### config.mk
export PLATFORM = sky130hd
export DESIGN_NAME = cw_game_ctrl
export DESIGN_NICKNAME = d
export VERILOG_FILES = /design/src/rtl/cw_pkg.sv /design/src/rtl/cw_sec_timer.sv /design/src/rtl/cw_game_ctrl.sv
export SDC_FILE = /design/constraint.sdc
export NUM_CORES = 1
export LEC_CHECK = 0
export ABC_AREA = 1
export CORE_UTILIZATION = 59
export CTS_CLUSTER_SIZE = 40
export DETAILED_ROUTE_END_ITERATION = 12
export PLACE_DENSITY = 0.84
export SLEW_MARGIN = 20
export SYNTH_ARGS = -nofsm -noshare
export SYNTH_HDL_FRONTEND = slang
export SYNTH_SLANG_ARGS = --single-unit
export TNS_END_PERCENT = 1
### constraint.sdc
create_clock -name clk -period 2.55 [get_ports clk]
set_clock_uncertainty 0.1 [all_clocks]
set_input_delay 0.3825 -clock clk [delete_from_list [all_inputs] [get_ports clk]]
set_output_delay 0.3825 -clock clk [all_outputs]
set_load 0.05 [all_outputs]
### src/rtl/cw_pkg.sv
// rtl/cw_pkg.sv - shared state, display and keycode definitions for the crossword game controller
package cw_pkg;

  typedef enum logic [2:0] {
    MENU  = 3'd0,
    LOAD  = 3'd1,
    PLAY  = 3'd2,
    PAUSE = 3'd3,
    WIN   = 3'd4,
    DONE  = 3'd5,
    LOSE  = 3'd6
  } state_e;

  localparam logic [2:0] DISP_MENU  = 3'd0;
  localparam logic [2:0] DISP_PLAY  = 3'd1;
  localparam logic [2:0] DISP_PAUSE = 3'd2;
  localparam logic [2:0] DISP_WIN   = 3'd3;
  localparam logic [2:0] DISP_DONE  = 3'd4;
  localparam logic [2:0] DISP_LOSE  = 3'd5;

  localparam logic [7:0] KEY_ENTER = 8'h28;
  localparam logic [7:0] KEY_ESC   = 8'h29;

  // LOAD shows the play screen so the grid appears as soon as it is fetched
  function automatic logic [2:0] disp_of(input state_e st);
    case (st)
      LOAD, PLAY: disp_of = DISP_PLAY;
      PAUSE:      disp_of = DISP_PAUSE;
      WIN:        disp_of = DISP_WIN;
      DONE:       disp_of = DISP_DONE;
      LOSE:       disp_of = DISP_LOSE;
      default:    disp_of = DISP_MENU;
    endcase
  endfunction

endpackage

### src/rtl/cw_sec_timer.sv
// rtl/cw_sec_timer.sv - per-level seconds counter with clock prescaler, saturating at full scale
module cw_sec_timer #(
  parameter int TICKS_PER_SEC = 50_000_000,
  parameter int TIME_W        = 10
) (
  input  logic              clk,
  input  logic              reset_n,
  input  logic              clr,
  input  logic              en,
  output logic [TIME_W-1:0] seconds
);

  localparam int PW = (TICKS_PER_SEC > 1) ? $clog2(TICKS_PER_SEC) : 1;

  logic [PW-1:0]     pre_q;
  logic [TIME_W-1:0] sec_q;
  logic              pre_wrap;
  logic              sec_sat;

  assign pre_wrap = (pre_q == PW'(TICKS_PER_SEC - 1));
  assign sec_sat  = &sec_q;

  always_ff @(posedge clk or negedge reset_n) begin
    if (!reset_n) begin
      pre_q <= '0;
      sec_q <= '0;
    end else if (clr) begin
      pre_q <= '0;
      sec_q <= '0;
    end else if (en) begin
      if (pre_wrap) begin
        pre_q <= '0;
        if (!sec_sat) sec_q <= sec_q + TIME_W'(1);
      end else begin
        pre_q <= pre_q + PW'(1);
      end
    end
  end

  assign seconds = sec_q;

endmodule

### src/rtl/cw_game_ctrl.sv
// rtl/cw_game_ctrl.sv - crossword game-flow FSM; CW_TIME_LIMIT_EN adds the per-level timeout/LOSE screen
module cw_game_ctrl
  import cw_pkg::*;
#(
  parameter int         NUM_LEVELS    = 4,
  parameter logic [7:0] KEY_START     = KEY_ENTER,
  parameter logic [7:0] KEY_PAUSE     = KEY_ESC,
  parameter int         TICKS_PER_SEC = 50_000_000,
  parameter int         WIN_HOLD      = 100_000_000,
  parameter int         TIME_W        = 10,
  parameter int         TIME_LIMIT    = 600,
  localparam int        LW            = (NUM_LEVELS > 1) ? $clog2(NUM_LEVELS) : 1
) (
  input  logic              clk,
  input  logic              reset_n,
  input  logic [7:0]        keycode,
  input  logic              win,
  output logic [2:0]        display,
  output logic              game_reset,
  output logic              load_level,
  output logic [LW-1:0]     level,
  output logic [TIME_W-1:0] seconds,
  output logic [3:0]        hex
);

  localparam int HW = (WIN_HOLD > 1) ? $clog2(WIN_HOLD) : 1;

  state_e        state_q, state_d;
  logic [7:0]    key_prev_q;
  logic [LW-1:0] level_q, level_d;
  logic [HW-1:0] hold_q, hold_d;
  logic [2:0]    display_q;
  logic [3:0]    hex_q, hex_d;
  logic          press_start;
  logic          press_pause;
  logic          tmr_clr;
  logic          tmr_en;
  logic          hold_done;
  logic          last_level;

  assign press_start = (keycode == KEY_START) && (key_prev_q != KEY_START);
  assign press_pause = (keycode == KEY_PAUSE) && (key_prev_q != KEY_PAUSE);
  assign tmr_clr     = (state_q == MENU) || (state_q == LOAD);
  assign tmr_en      = (state_q == PLAY);
  assign hold_done   = (hold_q == HW'(WIN_HOLD - 1));
  assign last_level  = (level_q == LW'(NUM_LEVELS - 1));

  cw_sec_timer #(
    .TICKS_PER_SEC (TICKS_PER_SEC),
    .TIME_W        (TIME_W)
  ) u_sec_timer (
    .clk     (clk),
    .reset_n (reset_n),
    .clr     (tmr_clr),
    .en      (tmr_en),
    .seconds (seconds)
  );

`ifdef CW_TIME_LIMIT_EN
  logic timeout;
  assign timeout = (seconds == TIME_W'(TIME_LIMIT));
`endif

  always_comb begin
    state_d = state_q;
    level_d = level_q;
    hold_d  = '0;
    case (state_q)
      MENU: if (press_start) state_d = LOAD;
      LOAD: state_d = PLAY;
      PLAY: begin
        if (win) state_d = WIN;
`ifdef CW_TIME_LIMIT_EN
        else if (timeout) state_d = LOSE;
`endif
        else if (press_pause) state_d = PAUSE;
      end
      PAUSE: begin
        if (press_pause)      state_d = PLAY;
        else if (press_start) state_d = MENU;
      end
      WIN: begin
        if (hold_done || press_start) begin
          if (last_level) begin
            state_d = DONE;
          end else begin
            state_d = LOAD;
            level_d = level_q + LW'(1);
          end
        end else begin
          hold_d = hold_q + HW'(1);
        end
      end
      DONE: if (press_start) state_d = MENU;
`ifdef CW_TIME_LIMIT_EN
      LOSE: if (press_start) state_d = MENU;
`endif
      default: state_d = MENU;
    endcase
    // level reads 0 on the very first MENU cycle, not one cycle later
    if (state_d == MENU) level_d = '0;
  end

  always_comb begin
    hex_d = 4'h0;
    case (state_d)
      LOAD, PLAY, PAUSE, WIN: hex_d = 4'(level_d) + 4'd1;
      DONE:                   hex_d = 4'hF;
      default:                hex_d = 4'h0;
    endcase
  end

  always_ff @(posedge clk or negedge reset_n) begin
    if (!reset_n) begin
      state_q    <= MENU;
      key_prev_q <= 8'h00;
      level_q    <= '0;
      hold_q     <= '0;
      display_q  <= DISP_MENU;
      hex_q      <= 4'h0;
    end else begin
      state_q    <= state_d;
      key_prev_q <= keycode;
      level_q    <= level_d;
      hold_q     <= hold_d;
      display_q  <= disp_of(state_d);
      hex_q      <= hex_d;
    end
  end

  assign game_reset = (state_q == MENU) || (state_q == LOAD);
  assign load_level = (state_q == LOAD);
  assign display    = display_q;
  assign level      = level_q;
  assign hex        = hex_q;

endmodule

# == Word-level counts from Yosys, hierarchy flattened ==
# Cells that the tools add are included.
# W data, S select, Z words.
# op_classes
addsub,5
n_eq_ne,19
muxes,23
n_reduce_logical,12
# op_table
op,count
$mux W26,3
$mux W27,2
$mux W10,4
$add A27 B1 Y27 const B,1
$eq A27 B27 Y1 const B,1
$add A26 B1 Y26 const B,1
$eq A26 B26 Y1 const B,1
$mux W3,7
$pmux W3 S6,1
$eq A8 B6 Y1 const B,2
$ne A8 B6 Y1 const B,2
$eq A3 B3 Y1 const B,5
$pmux W3 S5,1
$eq A3 B2 Y1 const B,4
$add A10 B1 Y10 const B,1
$reduce_and A10 Y1,1
$mux W2,4
$pmux W4 S2,1
$eq A3 B1 Y1 const B,2
$logic_not A3 Y1,2
$reduce_bool A2 Y1,2
$reduce_or A4 Y1,1
$add A2 B1 Y3 const B,1
$reduce_and A3 Y1,1
6 further kinds,8
# totals
reg_bits,83
inputBits,11
output_inout_bits,21
wordCells,67

# == Logic depth before layout (Yosys ltp) ==
# Gate-level depths: netlist of run 1.
# depth
word_depth,9
depth_mapped,15
ltp_nobuf,15

# == Modules after synthesis ==
# Synthesis of run 1 repeated with hierarchy kept, for this count alone.
# hier_totals
cells_unflattened,610
area_unflattened_um2,4687.0
# modules_own_cells
mod,instances,cells_per_inst,area_per_inst_um2,seq_area_each_um2
cw_game_ctrl,1,289,2424.8,1176.1
cw_sec_timer,1,321,2262.2,900.9

# == Least setup slack after synthesis of run 1 ==
# OpenSTA, ideal clock, no wires.
# synth_path
path_kind,register -> register
startpoint,reg hold_q[0]
endpoint,reg hex_q[1] (netlist: hex[1])
setup_time_ns,0.117
arrival_time_ns,1.836
required_time_ns,2.333
slack_ns,0.496
stages_incl_launch_ff,16
n_path_buf,0
period_less_slack_ns,2.054
path_cell_list,dfrtp_1 -> ha_1 -> nand2_1 -> nor2_4 -> nand2_4 -> nor2_4 -> nand2_2 -> nand3_4 -> inv_2 -> nor2_4 -> nand4_1 -> nand2_1 -> inv_1 -> ha_1 -> nand2_1 -> nand2_1
# synth_between
elab_chain_len,8
elab_cells_between_ends,16
classes_between,1 x add/sub; 6 x eq/ne; 6 x mux; 3 x reduce/logical
# synth_rtl
element,line,source
start: declaration,cw_game_ctrl.sv:31,"logic [HW-1:0] hold_q, hold_d;"
start signal: assignment,cw_game_ctrl.sv:125,hold_q <= hold_d;
$eq A27 B27 Y1 *,cw_game_ctrl.sv:45,assign hold_done = (hold_q == HW'(WIN_HOLD - 1));
$logic_or A1 B1 Y1 *,cw_game_ctrl.sv:83,if (hold_done || press_start) begin
$mux W3,cw_game_ctrl.sv:83,
$pmux W3 S6,cw_game_ctrl.sv:68,case (state_q)
$logic_not A3 Y1,cw_game_ctrl.sv:101,if (state_d == MENU) level_d = '0;
$mux W2 *,cw_game_ctrl.sv:101,
net level_d[0],cw_game_ctrl.sv:30,"logic [LW-1:0] level_q, level_d;"
$add A2 B1 Y3 *,cw_game_ctrl.sv:107,"LOAD, PLAY, PAUSE, WIN: hex_d = 4'(level_d) + 4'd1;"
$pmux W4 S2 *,cw_game_ctrl.sv:106,case (state_d)
net hex_d[1],cw_game_ctrl.sv:33,"logic [3:0] hex_q, hex_d;"
end signal: assignment,cw_game_ctrl.sv:120,hex_q <= 4'h0;
end signal: assignment,cw_game_ctrl.sv:127,hex_q <= hex_d;
end: declaration,cw_game_ctrl.sv:33,
# The timed path passes the listed nets; every way through them passes the cells marked *.
# A chain may end at the register's enable or synchronous reset.

# == Worst setup path after layout of run 1 ==
# layout_path
startpoint,in keycode[5]
endpoint,reg hex_q[1] (netlist: hex[1])
# layout_between
elab_chain_len,9
elab_cells_between_ends,24
classes_between,1 x add/sub; 7 x eq/ne; 11 x mux; 5 x reduce/logical
# layout_rtl
element,line,source
start: declaration,cw_game_ctrl.sv:16,"input logic [7:0] keycode,"
$eq A8 B6 Y1 (on tied branches),"cw_game_ctrl.sv:41, cw_game_ctrl.sv:42",
$logic_and A1 B1 Y1 (on tied branches),"cw_game_ctrl.sv:41, cw_game_ctrl.sv:42",
$mux W3 (tied with other cells),"cw_game_ctrl.sv:80, cw_game_ctrl.sv:94",
$mux W3 (on tied branches),"cw_game_ctrl.sv:79, cw_game_ctrl.sv:72, cw_game_ctrl.sv:83",
$pmux W3 S6,cw_game_ctrl.sv:68,
$logic_not A3 Y1,cw_game_ctrl.sv:101,
$mux W2 *,cw_game_ctrl.sv:101,
net level_d[0],cw_game_ctrl.sv:30,
$add A2 B1 Y3 *,cw_game_ctrl.sv:107,
$pmux W4 S2 *,cw_game_ctrl.sv:106,
net hex_d[1],cw_game_ctrl.sv:33,
# Marked as above.

==> impl_metrics.yaml, run 1 <==
status:
  outcome: "finished clean"
timing:
  tightest_slew_ps: 546
  hold_viol: 0
  rsz0062_at_grt: "false"
  drv_slew: 0
  tns_ps: 0
  slew_headroom: 0.633
  period_needed_ps: 2250
  fmax_mhz: 444
  finalCritPeriodShare: 0.883
  setup_ws_ps: 297
  whs_ps: 372
  setup_violations: 0
die:
  initial_utilization: 0.615
  die_width_um: 92.2
  die_h_um: 92.2
  dieArea_mm2: 0.00850
  fp-row-count: 32
  ioPinCount: 32
  core_area_mm2: 0.00781
logic_synthesis:
  async_reset_ff_frac: 1.00
  netlist.area_leader.share: 0.433
  synth.area.top_cells: "dfrtp_1 43%, nand2_1 9.6%, nor2_1 6.5%"
  syn_avg_cell_area_um2: 8.04
  syn_nets: 612
  ys_ff_latch: 83
  synth_warnings: 0
  synth-edff-count: 0
  ys.flop_type: "dfrtp_1"
  ys_seq_area_frac: 0.433
  netlist_instances: 597
  synth.distinct_cells: 46
  synth.largest_area_cell: "dfrtp_1"
  syn_area_mm2: 0.00480
run:
  cap_violations: 0
worst_setup_path:
  crit_arrival_ps: 2410
  start_kind: "primary input"
  cp_cell_sequence: "clkdlybuf4s50_1 -> inv_1 -> nor2_1 -> nand2_1 -> nor2_1 -> nand2_2 -> nand2_1 -> nand3_1 -> nor2_4 -> nand4_1 -> nand2_1 -> inv_1 -> ha_1 -> nand2_1 -> nand2_1"
  cp_data_required_time_ps: 2710
  slowest_stage: "clkdlybuf4s50_1"
  slowest_delay_ps: 480
  critPathKind: "primary input to flop"
  cp_common_cell: "nand2_1"
  endpoint_kind: "flop"
  crit_fanout: 9
place:
  dp_slack_ps: -67.0
  io_buffers: 31
  gp_congestion: 0.931
  dpl.hpwl_um: 7650
  placed_cells: 730
power:
  ir_drop_v: 0.000332
  powerDensity_mw_per_mm2: 540
  static-leakage-power_nw: 2.36
  power.total_mw: 2.94
global_route:
  grt_pass1_vias: 3883
  grtUsageTotal: 0.256
  grt_max_degree: 42
  overflow: 0
  grt_pass1_wl_um: 17200
  antenna_found_initial: 0
final_layout:
  fin_nets: 655
  drive_gt1_frac: 0.138
  stdcell_count: 747
  syn2layout_area_growth_pct: 13.5
  n_antenna_cell: 0
route:
  first_pass_iters: 5
  wl_um: 10100
  vias: 3963
  routedWlPerCell_um: 13.5
  drc_errors: 0
  vias_per_cell: 5.31
  ant_nets: 0
  initialDrtViolationCount: 208
clock_network:
  cts.sinks: 83
  cts-root-buf: "clkbuf_8"
  tritoncts: "done"
  h-tree-depth: 3
  clkTransAtPathRegs_ps: 80
  clkLatencyLatePin_ps: 360
  cts_buffers: 9
  clockBufferDepth: 2
  post-cts-setup-buffers: 0
min_path:
  hp-class: "flop to flop"
[through the flow]
stage / instance area, µm² / utilization
6_report: 5450 / 0.698
5_1_grt: 5450 / 0.698
4_1_cts: 5450 / 0.697
3_5_place_dp: 5230 / 0.670
3_3_place_gp: 5230 / 0.670
2_1_floorplan: 4800 / -
[worst max-delay path: cells and delay by family]
family / cells / cell delay [ps]
buffers and inverters: 3 / 580
AND/OR/NAND/NOR: 11 / 1170
adder cells (fa/ha/maj): 1 / 280
[layout make-up]
cell class / count / area (µm²)
timing repair buffer: 41 / 385
clock inverter: 6 / 70.1
multi-input combinational: 422 / 2340
inverter: 83 / 314
fill: 627 / 2360
tap: 102 / 128
sequential: 83 / 2080
clock buffer: 10 / 138
[layer usage]
metal / vias up / share of wire / global-route usage / wire length (µm)
li1: 2002 / - / - / -
met1: 1869 / 0.47 / 0.336 / 4760
met2: 76 / 0.48 / 0.436 / 4850
met3: 16 / 0.030 / 0.0348 / 298
met4: 0 / 0.016 / 0.0859 / 157
met5: - / 0 / 0 / 0
[cell usage after synthesis, types with 5 or more instances]
| master | number |
|---|---|
| o21ai_0 | 10 |
| xor2_1 | 20 |
| nor4_1 | 5 |
| nor3_1 | 20 |
| nor2_1 | 83 |
| nor3_2 | 5 |
| nand2_1 | 123 |
| nand2_4 | 6 |
| xnor2_1 | 9 |
| a21oi_1 | 19 |
| nand4_1 | 11 |
| nand3_1 | 35 |
| dfrtp_1 | 83 |
| o21a_1 | 5 |
| nand2_2 | 6 |
| nor2_4 | 10 |
| o31ai_2 | 6 |
| nor2_2 | 8 |
| inv_1 | 73 |
| o21ai_1 | 7 |
| inv_2 | 9 |
[cell families after synthesis]
logic type	after synthesis	synth area share
compound gates	61	0.0845
simple gates	328	0.339
xor+xnor	29	0.0529
fa+ha+maj	4	0.0104
flops	83	0.433
buf+inv	92	0.0803
[state kept, by name (all words and copies together) (netlist names)]
register	flops
hold_q	27
u_sec_timer.pre_q	26
u_sec_timer.seconds	10
key_prev_q	8
hex	4
display	3
state_q	3
level	2
[power by group]
part	leakage [nW]	switching [mW]	internal (mW)
combinational	1.12	0.412	0.153
sequential	1.14	0.0242	1.35
clock	0.108	0.513	0.490
[final timing paths]
path,depth (start not counted),to,from,slack [ps]
min in group asynchronous,2,hold_q[13]$_DFF_PN0_,reset_n,420
min,1,hold_q[0]$_DFF_PN0_,hold_q[0]$_DFF_PN0_,370
max reg2reg,15,hex[1]$_DFF_PN0_,hold_q[0]$_DFF_PN0_,300
min reg2reg,1,hold_q[0]$_DFF_PN0_,hold_q[0]$_DFF_PN0_,370
max,15,hex[1]$_DFF_PN0_,keycode[5],300
max in group asynchronous,3,u_sec_timer.pre_q[5]$_DFFE_PN0P_,reset_n,1260
[repair_timing]
item                       4_1_cts  5_1_grt
resized for setup                0        1
setup endpoints to repair        0        1
hold buffers                     1        0
hold endpoints to repair        38        0
[placed cells by master (no fill, tap or decap), types with 7 or more instances in the layout]
master | Yosys | final
xnor2_1 | 9 | 9
clkbuf_8 | 0 | 10
nor2_4 | 10 | 10
nand4_1 | 11 | 11
clkdlybuf4s50_1 | 0 | 28
inv_1 | 73 | 73
nor2_2 | 8 | 8
nand2_1 | 123 | 123
o21ai_1 | 7 | 7
dfrtp_1 | 83 | 83
o21ai_0 | 10 | 10
nor2_1 | 83 | 83
nand3_1 | 35 | 35
xor2_1 | 20 | 20
buf_4 | 1 | 11
nor3_1 | 20 | 20
inv_2 | 9 | 9
a21oi_1 | 19 | 19
Note: power is estimated with default switching activity, not from simulation.
==> run 2, diff against run 1 <==
--- a/config.mk
+++ b/config.mk
@@ -5,7 +5,6 @@
 export SDC_FILE = /design/constraint.sdc
 export NUM_CORES = 1
 export LEC_CHECK = 0
-export ABC_AREA = 1
 export CORE_UTILIZATION = 59
 export CTS_CLUSTER_SIZE = 40
 export DETAILED_ROUTE_END_ITERATION = 12
==> impl_metrics.yaml, run 2 <==
status:
  outcome: "finished with violations"
  violations: "setup timing"
timing:
  period_needed_ps: 2700
  fmax_mhz: 371
  finalCritPeriodShare: 1.06
  tightest_slew_ps: 794
  setup_ws_ps: -146
  rsz0062_at_grt: "true"
  hold_viol: 0
  slew_headroom: 0.466
  setup_violations: 5
  whs_ps: 27.9
  drv_slew: 0
die:
  die_h_um: 87.4
  dieArea_mm2: 0.00764
  core_area_mm2: 0.00691
  ioPinCount: 32
  initial_utilization: 0.623
  die_width_um: 87.4
  fp-row-count: 30
logic_synthesis:
  synth.top_cells.by_count: "83 x dfrtp_1, 57 x nor2_1, 54 x nand2_1, 28 x o21ai_0, 20 x xor2_1"
  netlist_instances: 463
  ys.flop_type: "dfrtp_1"
  synth_warnings: 0
  synth.area.top_cells: "dfrtp_1 48%, nor2_1 5.0%, nand2_1 4.7%"
  async_reset_ff_frac: 1.00
  syn_nets: 478
  syn_avg_cell_area_um2: 9.30
  synth.distinct_cells: 57
  synth_most_common_cell: "dfrtp_1"
  synth-edff-count: 0
  syn_area_mm2: 0.00430
  synth.largest_area_cell: "dfrtp_1"
  ys_seq_area_frac: 0.483
  netlist.area_leader.share: 0.483
  ys_ff_latch: 83
worst_setup_path:
  crit_arrival_ps: 2840
  slowest_delay_ps: 740
  reg2reg_slack_ps: -150
  critPathKind: "flop to flop"
  cp.buffers_inverters: 1
  regToRegEndpoint: "hex[1]$_DFF_PN0_"
  crit_family: "simple AND/OR/NAND/NOR gates"
  rr_worst_depth: 9
  start_kind: "flop"
  cp_data_required_time_ps: 2700
  crit_fanout: 3
  rr_startpoint: "key_prev_q[4]$_DFF_PN0_"
  slowest_stage: "or4b_2"
  endpoint_kind: "flop"
  cp_cell_sequence: "or4b_2 -> nor4_4 -> or3_4 -> mux2i_4 -> nor3b_4 -> o22ai_2 -> ha_1 -> inv_1 -> a21oi_2"
place:
  io_buffers: 31
  dpl.hpwl_um: 7170
  placed_cells: 625
  dp_slack_ps: -888
  gp_congestion: 0.939
power:
  powerDensity_mw_per_mm2: 589
  power.total_mw: 3.23
  ir_drop_v: 0.000319
  static-leakage-power_nw: 2.36
run:
  cap_violations: 0
clock_network:
  cts.sinks: 83
  cts_buffers: 9
  h-tree-depth: 3
  tritoncts: "done"
  clkTransAtPathRegs_ps: 80
  clockBufferDepth: 2
  clkLatencyLatePin_ps: 350
  cts-root-buf: "clkbuf_8"
route:
  drc_errors: 0
  ant_nets: 0
  wl_um: 12000
  vias: 4175
  first_pass_iters: 5
  initialDrtViolationCount: 454
  vias_per_cell: 6.43
  routedWlPerCell_um: 18.5
global_route:
  grt_max_degree: 47
  grt_pass1_wl_um: 18000
  grtUsageTotal: 0.309
  overflow: 0
  antenna_found_initial: 0
  grt_pass1_vias: 3790
final_layout:
  fillCellCount: 410
  fin_nets: 564
  final_cell_mix: "83 x dfrtp_1, 62 x buf_4, 57 x nor2_1"
  syn2layout_area_growth_pct: 27.4
  layout_commonest_cell: "dfrtp_1"
  final_util: 0.794
  largest_reg_flops: 27
  stdcell_count: 649
  n_antenna_cell: 0
  regMostFlops: "hold_q"
  drive_gt1_frac: 0.210
min_path:
  hp-start: "keycode[6]"
  whs_path_depth: 1
  hp-class: "primary input to flop"
  hold_end: "key_prev_q[6]$_DFF_PN0_"
## run 2: cell count changes after synthesis, moves of 9 or more
cell,before,now
clkbuf_1,1,12
inv_1,73,14
inv_2,9,0
nand2_1,123,54
nand3_1,35,19
nor2_1,83,57
nor2_4,10,0
o21ai_0,10,28
## run 2: final cells by class
class,count,area [µm²],area share
well taps,96,120,0.0219
repair buffers,95,816,0.149
multi-input cells,346,2210,0.403
flip-flops and latches,83,2080,0.379
clock inverters,5,78.8,0.0144
clock buffers,10,128,0.0233
inverters,14,52.6,0.00958
## run 2: cells by family after synthesis
| logic type | share of synthesized area |
|---|---|
| xor+xnor | 0.0733 |
| simple gates | 0.263 |
| buf+inv | 0.0349 |
| mux | 0.00698 |
| compound gates | 0.127 |
| fa+ha+maj | 0.0116 |
| flops | 0.483 |
## run 2: power by group
group | leakage, nW | internal [mW] | switching [mW]
logic | 1.13 | 0.285 | 0.510
registers | 1.13 | 1.37 | 0.0599
clock network | 0.106 | 0.545 | 0.461
## run 2: per-stage QoR
| stage | TNS (ps) | area [µm²] |
|---|---|---|
| after CTS | -280 | 5370 |
| after detailed placement | -12510 | 5080 |
| after global placement | -10760 | 5080 |
| after floorplan | -770 | 4300 |
| final | -446 | 5480 |
| after global routing | -1000 | 5480 |
## run 2: how the worst max path moves through the flow
| stage | startpoint | endpoint | slack (ps) | cells past startpoint |
|---|---|---|---|---|
| floorplan | keycode[4] | hex[1]$_DFF_PN0_ | -400 | 11 |
| global placement | keycode[4] | hex[1]$_DFF_PN0_ | -840 | 11 |
| detailed placement | keycode[4] | hex[1]$_DFF_PN0_ | -890 | 11 |
| CTS | keycode[6] | hex[1]$_DFF_PN0_ | -150 | 11 |
| global route | key_prev_q[4]$_DFF_PN0_ | hex[1]$_DFF_PN0_ | -280 | 9 |
| finish | key_prev_q[4]$_DFF_PN0_ | hex[1]$_DFF_PN0_ | -150 | 9 |
## run 2: timing repair
item                                   CTS  global route
pin swaps                                8            14
gates cloned                             0             0
setup endpoints to repair               10            21
hold buffers                             1             0
setup buffers                            2             6
gates resized for setup                 31            17
endpoints found under the hold margin   37             0
## run 2: routing by layer
metal,GRT usage,part of all wire,vias up
met5,0,0,-
met4,0.151,0.048,0
met3,0.0455,0.091,80
met2,0.527,0.50,296
met1,0.386,0.36,1981
li1,-,-,1818
==> run 3, diff against run 2 <==
--- a/config.mk
+++ b/config.mk
@@ -5,6 +5,7 @@
 export SDC_FILE = /design/constraint.sdc
 export NUM_CORES = 1
 export LEC_CHECK = 0
+export CAP_MARGIN = 10
 export CORE_UTILIZATION = 59
 export CTS_CLUSTER_SIZE = 40
 export DETAILED_ROUTE_END_ITERATION = 12
==> results of run 3 <==
The final DEF is identical to that of run 2; final timing and power are the same.
